===== config.mk =====
export PLATFORM = sky130hd
export DESIGN_NAME = hist_stream_engine_flat
export DESIGN_NICKNAME = d
export VERILOG_FILES = /design/src/rtl/hist_pkg.sv /design/src/rtl/hist_stream_engine_if.sv /design/src/rtl/hist_merge.sv /design/src/rtl/hist_stream_engine.sv /design/src/flat_wrapper.sv
export SDC_FILE = /design/constraint.sdc
export NUM_CORES = 2
export LEC_CHECK = 0
export CAP_MARGIN = 20
export CORE_MARGIN = 2
export CORE_UTILIZATION = 25
export DETAILED_ROUTE_END_ITERATION = 10
export PLACE_DENSITY = 0.44
export SLEW_MARGIN = 40
export SYNTH_ARGS = -nofsm -noshare
export SYNTH_HDL_FRONTEND = slang
export SYNTH_SLANG_ARGS = --single-unit

===== constraint.sdc =====
create_clock -name clk -period 24.1 [get_ports clk]
set_clock_uncertainty 0.15 [all_clocks]
set_input_delay 4.82 -clock clk [delete_from_list [all_inputs] [get_ports clk]]
set_output_delay 4.82 -clock clk [all_outputs]
set_load 0.05 [all_outputs]

===== src/rtl/hist_pkg.sv =====
// Shared types and arithmetic helpers for the streaming histogram engine.
package hist_pkg;

    // Engine control states
    typedef enum logic [2:0] {
        ST_IDLE  = 3'd0,
        ST_CLEAR = 3'd1,
        ST_ACCUM = 3'd2,
        ST_DRAIN = 3'd3,
        ST_DONE  = 3'd4
    } state_e;

    // Operand width of the saturating adder; any counter width up to this fits.
    localparam int unsigned ADD_W = 32;

    // Saturating add clamped to cnt_w bits. Bit ADD_W of the result flags that
    // the true sum did not fit and was clamped to all-ones.
    function automatic logic [ADD_W:0] sat_add(
        input logic [ADD_W-1:0] base,
        input logic [ADD_W-1:0] inc,
        input int unsigned      cnt_w
    );
        logic [ADD_W:0] sum_v;
        logic [ADD_W:0] max_v;
        sum_v = {1'b0, base} + {1'b0, inc};
        max_v = ((ADD_W+1)'(1) << cnt_w) - (ADD_W+1)'(1);
        if (sum_v > max_v) begin
            sat_add = {1'b1, max_v[ADD_W-1:0]};
        end else begin
            sat_add = {1'b0, sum_v[ADD_W-1:0]};
        end
    endfunction

endpackage


===== src/rtl/hist_stream_engine_if.sv =====
// Pixel stream and bin readout bundle of the histogram engine.
interface hist_stream_engine_if #(
    parameter int LANES = 8,
    parameter int PIX_W = 8,
    parameter int BIN_W = 6,
    parameter int CNT_W = 16
);
    logic                   in_valid;
    logic                   in_ready;
    logic [LANES*PIX_W-1:0] in_data;
    logic [LANES-1:0]       in_mask;
    logic                   in_last;
    logic                   rd_en;
    logic [BIN_W-1:0]       rd_bin;
    logic                   rd_valid;
    logic [CNT_W-1:0]       rd_data;

    modport master (
        output in_valid, in_data, in_mask, in_last, rd_en, rd_bin,
        input  in_ready, rd_valid, rd_data
    );

    modport slave (
        input  in_valid, in_data, in_mask, in_last, rd_en, rd_bin,
        output in_ready, rd_valid, rd_data
    );
endinterface


===== src/rtl/hist_merge.sv =====
// Per-beat increment generator: counts how many enabled lanes hit each bin,
// so duplicate bins inside one beat collapse into a single increment.
module hist_merge #(
    parameter int LANES = 8,
    parameter int BIN_W = 6,
    parameter int BINS  = 64,
    parameter int INC_W = 4
) (
    input  logic [LANES*BIN_W-1:0] lane_bin,
    input  logic [LANES-1:0]       lane_en,
    output logic [INC_W-1:0]       bin_inc [BINS]
);

    // Popcount of matching enabled lanes for every bin
    always_comb begin
        for (int b = 0; b < BINS; b++) begin
            bin_inc[b] = '0;
            for (int l = 0; l < LANES; l++) begin
                if (lane_en[l] && (lane_bin[l*BIN_W +: BIN_W] == BIN_W'(b))) begin
                    bin_inc[b] = bin_inc[b] + INC_W'(1);
                end else begin
                    bin_inc[b] = bin_inc[b];
                end
            end
        end
    end

endmodule


===== src/rtl/hist_stream_engine.sv =====
// Streaming histogram accumulator: sweeps the bins to zero on clear, then
// accumulates LANES pixels per beat through a two-stage pipeline with
// saturating counters, and serves a registered single-bin read port.
module hist_stream_engine
    import hist_pkg::*;
#(
    parameter  int LANES = 8,
    parameter  int PIX_W = 8,
    parameter  int BINS  = 64,
    parameter  int CNT_W = 16,
    localparam int BIN_W = $clog2(BINS),
    localparam int SHIFT = PIX_W - BIN_W,
    localparam int INC_W = $clog2(LANES + 1)
) (
    input  logic                  clk,
    input  logic                  reset,
    input  logic                  clear,
    hist_stream_engine_if.slave   bus,
    output logic                  busy,
    output logic                  done,
    output logic                  sat_flag
);

    state_e                 state_r;
    state_e                 state_nxt_s;
    logic [BIN_W-1:0]       clr_idx_r;
    logic                   drain_cnt_r;
    logic                   busy_r, busy_nxt_s;
    logic                   done_r, done_nxt_s;
    logic                   in_ready_r, in_ready_nxt_s;
    logic                   sat_flag_r;
    logic                   accept_s;
    logic                   clear_start_s;
    logic                   rd_ok_s;

    logic [LANES*BIN_W-1:0] pix_bin_s;
    logic                   s1_valid_r;
    logic [LANES*BIN_W-1:0] s1_bin_r;
    logic [LANES-1:0]       s1_mask_r;

    logic [INC_W-1:0]       inc_s     [BINS];
    logic [ADD_W:0]         sum_s     [BINS];
    logic [CNT_W-1:0]       cnt_nxt_s [BINS];
    logic [CNT_W-1:0]       cnt_r     [BINS];
    logic                   sat_any_s;

    logic                   rd_valid_r;
    logic [CNT_W-1:0]       rd_data_r;

    assign accept_s      = bus.in_valid & in_ready_r;
    assign clear_start_s = clear & ((state_r == ST_IDLE) | (state_r == ST_DONE));
    assign rd_ok_s       = bus.rd_en & ((state_r == ST_IDLE) | (state_r == ST_DONE));

    assign bus.in_ready  = in_ready_r;
    assign bus.rd_valid  = rd_valid_r;
    assign bus.rd_data   = rd_data_r;
    assign busy          = busy_r;
    assign done          = done_r;
    assign sat_flag      = sat_flag_r;

    // Next-state and registered-output decode of the control FSM
    always_comb begin
        state_nxt_s    = state_r;
        busy_nxt_s     = 1'b0;
        done_nxt_s     = 1'b0;
        in_ready_nxt_s = 1'b0;
        case (state_r)
            ST_IDLE:  state_nxt_s = clear_start_s ? ST_CLEAR : ST_IDLE;
            ST_CLEAR: state_nxt_s = (clr_idx_r == BIN_W'(BINS - 1)) ? ST_ACCUM : ST_CLEAR;
            ST_ACCUM: state_nxt_s = (accept_s && bus.in_last) ? ST_DRAIN : ST_ACCUM;
            ST_DRAIN: state_nxt_s = drain_cnt_r ? ST_DONE : ST_DRAIN;
            ST_DONE:  state_nxt_s = clear_start_s ? ST_CLEAR : ST_DONE;
            default:  state_nxt_s = ST_IDLE;
        endcase
        case (state_nxt_s)
            ST_CLEAR: busy_nxt_s = 1'b1;
            ST_ACCUM: begin
                busy_nxt_s     = 1'b1;
                in_ready_nxt_s = 1'b1;
            end
            ST_DRAIN: busy_nxt_s = 1'b1;
            ST_DONE:  done_nxt_s = 1'b1;
            default:  busy_nxt_s = 1'b0;
        endcase
    end

    // State register, sweep index, drain timer and status outputs
    always_ff @(posedge clk or negedge reset) begin
        if (!reset) begin
            state_r     <= ST_IDLE;
            clr_idx_r   <= '0;
            drain_cnt_r <= 1'b0;
            busy_r      <= 1'b0;
            done_r      <= 1'b0;
            in_ready_r  <= 1'b0;
        end else begin
            state_r     <= state_nxt_s;
            clr_idx_r   <= (state_r == ST_CLEAR) ? clr_idx_r + BIN_W'(1) : '0;
            drain_cnt_r <= (state_r == ST_DRAIN) ? ~drain_cnt_r : 1'b0;
            busy_r      <= busy_nxt_s;
            done_r      <= done_nxt_s;
            in_ready_r  <= in_ready_nxt_s;
        end
    end

    // Bin index of every lane is the pixel's top BIN_W bits
    always_comb begin
        pix_bin_s = '0;
        for (int l = 0; l < LANES; l++) begin
            pix_bin_s[l*BIN_W +: BIN_W] = bus.in_data[l*PIX_W + SHIFT +: BIN_W];
        end
    end

    // S1: capture bin indices and lane mask of the accepted beat
    always_ff @(posedge clk or negedge reset) begin
        if (!reset) begin
            s1_valid_r <= 1'b0;
            s1_bin_r   <= '0;
            s1_mask_r  <= '0;
        end else begin
            s1_valid_r <= accept_s;
            s1_bin_r   <= pix_bin_s;
            s1_mask_r  <= accept_s ? bus.in_mask : '0;
        end
    end

    hist_merge #(
        .LANES (LANES),
        .BIN_W (BIN_W),
        .BINS  (BINS),
        .INC_W (INC_W)
    ) u_merge (
        .lane_bin (s1_bin_r),
        .lane_en  (s1_mask_r & {LANES{s1_valid_r}}),
        .bin_inc  (inc_s)
    );

    // S2: saturating sum of every counter with its merged increment
    always_comb begin
        sat_any_s = 1'b0;
        for (int b = 0; b < BINS; b++) begin
            sum_s[b]     = sat_add(ADD_W'(cnt_r[b]), ADD_W'(inc_s[b]), CNT_W);
            cnt_nxt_s[b] = sum_s[b][CNT_W-1:0];
            sat_any_s    = sat_any_s | (sum_s[b][ADD_W] & s1_valid_r);
        end
    end

    // Counter array: one bin zeroed per cycle during CLEAR, else S2 update
    always_ff @(posedge clk or negedge reset) begin
        if (!reset) begin
            for (int b = 0; b < BINS; b++) begin
                cnt_r[b] <= '0;
            end
        end else if (state_r == ST_CLEAR) begin
            cnt_r[clr_idx_r] <= '0;
        end else if (s1_valid_r) begin
            for (int b = 0; b < BINS; b++) begin
                cnt_r[b] <= cnt_nxt_s[b];
            end
        end
    end

    // Sticky saturation flag, dropped when a new frame starts
    always_ff @(posedge clk or negedge reset) begin
        if (!reset) begin
            sat_flag_r <= 1'b0;
        end else if (clear_start_s) begin
            sat_flag_r <= 1'b0;
        end else if (sat_any_s) begin
            sat_flag_r <= 1'b1;
        end
    end

    // Read port: served only while idle or done; data holds when refused
    always_ff @(posedge clk or negedge reset) begin
        if (!reset) begin
            rd_valid_r <= 1'b0;
            rd_data_r  <= '0;
        end else if (rd_ok_s) begin
            rd_valid_r <= 1'b1;
            rd_data_r  <= cnt_r[bus.rd_bin];
        end else begin
            rd_valid_r <= 1'b0;
        end
    end

endmodule


===== src/flat_wrapper.sv =====
// flat-port wrapper written by rule: the top's interface ports become plain ports
module hist_stream_engine_flat import hist_pkg::*;
#(
    parameter  int LANES = 8,
    parameter  int PIX_W = 8,
    parameter  int BINS  = 64,
    parameter  int CNT_W = 16,
    localparam int BIN_W = $clog2(BINS),
    localparam int SHIFT = PIX_W - BIN_W,
    localparam int INC_W = $clog2(LANES + 1)
)
  (clk, reset, clear, busy, done, sat_flag, bus_in_valid, bus_in_data, bus_in_mask, bus_in_last, bus_rd_en, bus_rd_bin, bus_in_ready, bus_rd_valid, bus_rd_data);
  hist_stream_engine_if #(.LANES(LANES), .PIX_W(PIX_W), .BIN_W((6)), .CNT_W(CNT_W)) bus_i ();
  input  logic clk;
  input  logic reset;
  input  logic clear;
  output logic busy;
  output logic done;
  output logic sat_flag;
  input wire logic [$bits(bus_i.in_valid)-1:0] bus_in_valid;
  input wire logic [$bits(bus_i.in_data)-1:0] bus_in_data;
  input wire logic [$bits(bus_i.in_mask)-1:0] bus_in_mask;
  input wire logic [$bits(bus_i.in_last)-1:0] bus_in_last;
  input wire logic [$bits(bus_i.rd_en)-1:0] bus_rd_en;
  input wire logic [$bits(bus_i.rd_bin)-1:0] bus_rd_bin;
  output wire logic [$bits(bus_i.in_ready)-1:0] bus_in_ready;
  output wire logic [$bits(bus_i.rd_valid)-1:0] bus_rd_valid;
  output wire logic [$bits(bus_i.rd_data)-1:0] bus_rd_data;
  assign bus_i.in_valid = bus_in_valid;
  assign bus_i.in_data = bus_in_data;
  assign bus_i.in_mask = bus_in_mask;
  assign bus_i.in_last = bus_in_last;
  assign bus_i.rd_en = bus_rd_en;
  assign bus_i.rd_bin = bus_rd_bin;
  assign bus_in_ready = bus_i.in_ready;
  assign bus_rd_valid = bus_i.rd_valid;
  assign bus_rd_data = bus_i.rd_data;
  hist_stream_engine #(.LANES(LANES), .PIX_W(PIX_W), .BINS(BINS), .CNT_W(CNT_W)) u_core (.clk(clk), .reset(reset), .clear(clear), .bus(bus_i), .busy(busy), .done(done), .sat_flag(sat_flag));
endmodule

[After elaboration in Yosys (flattened, before gate mapping)]
Cells that the tools add are included.
Word-level totals
  bits in registers: 1112
  input port bits: 84
  output and inout port bits: 21
Operators by class
  add/subtract/negate cells: 513
  $lt $le $gt $ge: 67
  eq/ne operators: 513
  multiplexer cells: 598
  bitwise logic cells: 137
  reduce and logical (&&, ||, !) cells: 526
Operators with widths (count)
  33-bit by 16-bit greater-than comparator with 1-bit output (second input constant): 64
  33-bit two-way mux: 64
  1024-bit two-way mux: 2
  4-bit by 1-bit adder with 4-bit output (second input constant): 448
  4-bit two-way mux: 448
  6-bit == test (second input constant): 257
  16-bit by 4-bit adder with 17-bit output: 64
  1024-bit AND: 1
  1024-bit NOT: 1
  6-bit by 5-bit == test with 1-bit output (second input constant): 128
  1-bit logical AND: 514
  6-bit by 4-bit == test with 1-bit output (second input constant): 64
  6-bit by 3-bit == test with 1-bit output (second input constant): 32
  16-bit binary-select mux with 6-bit select: 1
  16-bit demux with 6-bit select: 1
  6-bit by 2-bit == test with 1-bit output (second input constant): 16
  1-bit two-way mux: 73
  1-bit AND: 67
  1-bit bitwise OR: 64
  6-bit by 1-bit == test with 1-bit output (second input constant): 8
  6-bit logical NOT: 8
  16-bit two-way mux: 3
  3-bit one-hot mux with 5 select lines: 1
  7-bit greater-or-equal comparator (second input constant): 2
  15 further kinds: 23

[Logic depth before layout (Yosys ltp)]
  word-level depth: 86
  mapped depth: 39

[Modules after synthesis]
Synthesis repeated with hierarchy kept, for this count alone.
Second synthesis, totals
  cells, all modules: 13277
  area total of the unflattened synthesis: 110438.4 sq um
By module, submodules not included
  hist_stream_engine: times used 1, cells an instance 7932, area each 73356.6 sq um, sequential area each 27826.7 sq um
  hist_merge: times used 1, cells an instance 5345, area each 37081.8 sq um, sequential area each 0.0 sq um

[Worst setup path before layout]
No wires, ideal clock.
  kind: input to register
  from: input port bus_rd_bin[0]
  to: register u_core.rd_data_r[0] (netlist: u_core.bus.rd_data[0])
  arrival: 7674 ps
  required time: 23825 ps
  path slack: 16151 ps
  stages on the path: 7
  path buffers: 3
  cell sequence: clkbuf_1 -> buf_1 -> buf_1 -> mux4_2 -> mux4_2 -> mux4_2 -> mux2_2
On the way
  cells in the longest elaborated chain, start to end: 4
Ends and longest elaborated chain
  start: declaration: RTL line flat_wrapper.sv:25  | input wire logic [$bits(bus_i.rd_bin)-1:0] bus_rd_bin;
  6-bit NOT with 7-bit output (implied by the code): RTL line hist_stream_engine.sv:181  | rd_data_r <= cnt_r[bus.rd_bin];
  16-bit binary-select mux with 6-bit select: RTL line hist_stream_engine.sv:181
  16-bit two-way mux (implied by the code) (2 in series): RTL line hist_stream_engine.sv:181
  end signal: assignment: RTL line hist_stream_engine.sv:181
  end: declaration: RTL line hist_stream_engine.sv:48  | logic [CNT_W-1:0] rd_data_r;
No other way between the ends. The select of a mux whose other input is x is not followed.
A chain may end at the register's enable or synchronous reset.

[Worst setup path after layout]
  from: register u_core.s1_valid_r
  to: register u_core.sat_flag_r (netlist: u_core.sat_flag)
On the way
  cells in the longest elaborated chain, start to end: 85
Ends and longest elaborated chain
  start: declaration: RTL line hist_stream_engine.sv:37  | logic s1_valid_r;
  start signal: assignment: RTL line hist_stream_engine.sv:121  | s1_valid_r <= accept_s;
  8-bit AND: RTL line hist_stream_engine.sv:134  | .lane_en (s1_mask_r & {LANES{s1_valid_r}}),
  1-bit logical AND: RTL line hist_merge.sv:19  | if (lane_en[l] && (lane_bin[l*BIN_W +: BIN_W] == BIN_W'(b))) begin
  1-bit two-way mux: RTL line hist_merge.sv:19
  4-bit by 1-bit adder with 4-bit output: RTL line hist_merge.sv:20  | bin_inc[b] = bin_inc[b] + INC_W'(1);
  4-bit two-way mux: RTL line hist_merge.sv:19
  4-bit by 1-bit adder with 4-bit output: RTL line hist_merge.sv:20
  4-bit two-way mux: RTL line hist_merge.sv:19
  4-bit by 1-bit adder with 4-bit output: RTL line hist_merge.sv:20
  [8 not listed]
  4-bit two-way mux: RTL line hist_merge.sv:19
  16-bit by 4-bit adder with 17-bit output: RTL line hist_pkg.sv:25  | sum_v = {1'b0, base} + {1'b0, inc};
  33-bit by 16-bit greater-than comparator with 1-bit output: RTL line hist_pkg.sv:27  | if (sum_v > max_v) begin
  33-bit two-way mux: RTL line hist_pkg.sv:27
  1-bit AND: RTL line hist_stream_engine.sv:144  | sat_any_s = sat_any_s | (sum_s[b][ADD_W] & s1_valid_r);
  1-bit bitwise OR (62 in series): RTL line hist_stream_engine.sv:144
  1-bit bitwise OR (*): RTL line hist_stream_engine.sv:144
  2-bit nonzero test (no line) (*)
  end signal: assignment: RTL line hist_stream_engine.sv:166  | sat_flag_r <= 1'b0;
  end signal: assignment: RTL line hist_stream_engine.sv:168  | sat_flag_r <= 1'b0;
  end signal: assignment: RTL line hist_stream_engine.sv:170  | sat_flag_r <= 1'b1;
  end: declaration: RTL line hist_stream_engine.sv:31  | logic sat_flag_r;
Every way passes the cells marked *; elsewhere a longest branch is shown, timed or not.

==> flow_summary.toml <==
[critical_path]
arrival_ps = 10340
cpMostUsedCell = "ha_1"
max_stage_delay_ps = 760
startpoint_type = "flop"
cp_slowest_cell = "dfrtp_4"
cp_max_fo = 55
end_kind = "flop"
crit_type = "flop to flop"
required_ps = 24670

[power]
pwr_density_cell_nw_per_um2 = 41.4
irDropWorstVdd_uv = 47.1
power.leakage_nw = 50.1

[clock_tree]
cts_tree = "done"
cts_buffer_depth = 4
cts_made_buffers = 152
cts_root_buf = "clkbuf_16"
clk_pin_slew_ps = 60
cts_setup_buffers = 0
htreeDepth = 4
clk_latency_ps = 890
cts_hold_buf = 0
cts_resized = 0
clock_sinks = 1112

[floorplan]
core_um2 = 407000
io_pins = 105
initial_core_util_pct = 25.1
die_y_um = 644
die_x_um = 644
die-area_um2 = 414000
rows = 234

[synth]
ys_seq_elements = 1112
ys_warn_count = 0
yosys-top-cells-count = "nand2_1, dfrtp_1, a21oi_1, nor2_1, o21ai_0"
synth_top_area_share_pct = 27.2
synth_fp_nets = 12800
avgSynthCellArea_um2 = 8.56
synth_ff_type = "dfrtp_1"
synth_edf_count = 0
synth_area_um2 = 102000
yosys.area.top_type = "dfrtp_1"
synthArstFlopShare_pct = 100
yosysMostFrequentCell = "nand2_1"
synth_cell_types = 106
synth_cells = 11900
ys_seq_area_share_pct = 27.2
yosys-top-cells-area = "dfrtp_1, ha_1, mux4_2, nand2_1, a21oi_1"

[place]
dp_hpwl_mm = 343
preCtsSetupSlack_ps = 13720
gp_congestion = 0.905
io_buffers = 88
dp_cells = 17200

[sta]
rsz0062_at_grt = "false"
min_period_ps = 9770
final_max_slew_viol_count = 0
fin_crit_sh_pct = 40.5
tns_ps = 0
fin_ws_ps = 14330
finalHoldViolations = 0
tightest_slew_ps = 949
setup_viol = 0
relSlewSlack_pct = 36.3
fmax_mhz = 102

[detailed_routing]
dr_total_vias = 95500
post_drt_wl_per_cell_um = 25.9
wirelength_mm = 453
ant_nets = 0
detail_route.drc_violations = 0
drtPass1Iterations = 6
drt_iter0_markers = 10200
via_per_inst = 5.46

[cells_and_area]
final_nets = 12800
layout.cells.non_filler = 17500
area_growth_pct = 12.8
nFillCells = 43600
drive_above_1_share_pct = 11.5

[worst_hold_path]
hp-class = "flop to flop"

[run_status]
status = "complete, no violations"

[grt]
grt_use_total_pct = 21.1
grt.overflow.total = 0
antenna_found_initial = 54
grt_max_degree = 142
grt_pass1_wl_mm = 647
grt_pass1_vias = 88400

[job]
cap_violations = 0
## where the power goes
part / switching [W] / internal (W)
sequential: 0.0000198 / 0.00188
clock: 0.000985 / 0.00135
combinational: 0.000439 / 0.000112
## placed cells by master (no fill, tap or decap), types with 66 or more instances in the layout
master              n
clkbuf_16         156
xnor2_1           421
o21ai_0           867
a211oi_1           73
ha_1              707
a31oi_1           251
dfrtp_1          1111
xor2_1            495
a41oi_1            68
mux4_2            336
and2_1             80
nor2_1            908
nand2_1          1334
clkdlybuf4s50_1    81
a21oi_1           984
o31ai_1            83
a21o_1            180
inv_1             556
and3_1            210
nand2b_1           66
a22o_1            111
nand3_1           568
mux2_2            298
nand4_1           200
nor2b_1           158
buf_4             241
nor3_1            209
## cell families (layout without fill, tap and decap cells)
kind of cell / count (synthesis) / count (layout) / share of synthesized area, %
AO/OA/AOI/OAI: 3130 / 3130 / 18.8
XOR/XNOR: 1003 / 1003 / 9.14
adder cells (fa/ha/maj): 772 / 772 / 9.91
buffers and inverters: 1109 / 1167 / 4.15
flip-flops: 1112 / 1112 / 27.2
multiplexers: 692 / 692 / 11.2
other: 0 / 48 / 0
AND/OR/NAND/NOR: 4131 / 4131 / 19.6
## worst max-delay path: cells and delay by family (launching register included)
family	cells	cell delay [ps]
compound gates	4	1330
fa+ha+maj	6	1690
mux	4	1170
xor+xnor	3	510
flops	1	760
simple gates	8	2940
buf+inv	3	990
## metal layers
metal | GRT usage, % | part of all wire, %
met1 | 30.5 | 46
met2 | 31.8 | 43
met3 | 3.42 | 7.7
met4 | 6.62 | 3.6
met5 | 0 | 0.023
## state kept, by name (all words and copies together) (netlist names)
name / count
u_core.s1_mask_r: 8
u_core.done: 1
u_core.bus.rd_data: 16
u_core.s1_bin_r: 48
u_core.state_r: 3
u_core.drain_cnt_r: 1
u_core.busy: 1
u_core.sat_flag: 1
u_core.bus.rd_valid: 1
u_core.cnt_r: 1024
u_core.s1_valid_r: 1
u_core.clr_idx_r: 6
u_core.bus.in_ready: 1
## per-stage QoR
step | util, % | hold slack, ps | cell area (um2) | power [W]
after floorplan | - | 294 | 102000 | 0.00214
after detailed placement | 27.1 | 332 | 110000 | 0.00247
final | 28.4 | 335 | 115000 | 0.00478
after CTS | 28.3 | 340 | 115000 | 0.00483
after global placement | 27.0 | 322 | 110000 | 0.00247
after global routing | 28.4 | 371 | 115000 | 0.00492
## cell type report
class | instances | area [um2] | area share, %
flip-flops and latches | 1112 | 27800 | 24.1
diodes | 48 | 120 | 0.104
repair buffers | 350 | 3060 | 2.65
inverters | 562 | 2110 | 1.83
multi-input cells | 9728 | 70700 | 61.2
well taps | 5428 | 6790 | 5.88
clock inverters | 30 | 394 | 0.341
clock buffers | 225 | 4440 | 3.85
## final timing paths
kind / from / endpoint / slack, ps / cells past startpoint
max in group asynchronous: reset / u_core.cnt_r[619] / 17140 / 6
min in group asynchronous: reset / u_core.cnt_r[401] / 3730 / 1
worst max register to register: u_core.s1_valid_r / u_core.sat_flag / 14330 / 28
worst min register to register: u_core.drain_cnt_r / u_core.drain_cnt_r / 330 / 1
worst max-delay path: u_core.s1_valid_r / u_core.sat_flag / 14330 / 28
worst min-delay path: u_core.drain_cnt_r / u_core.drain_cnt_r / 330 / 1
Power figures use the tool's default switching activity.
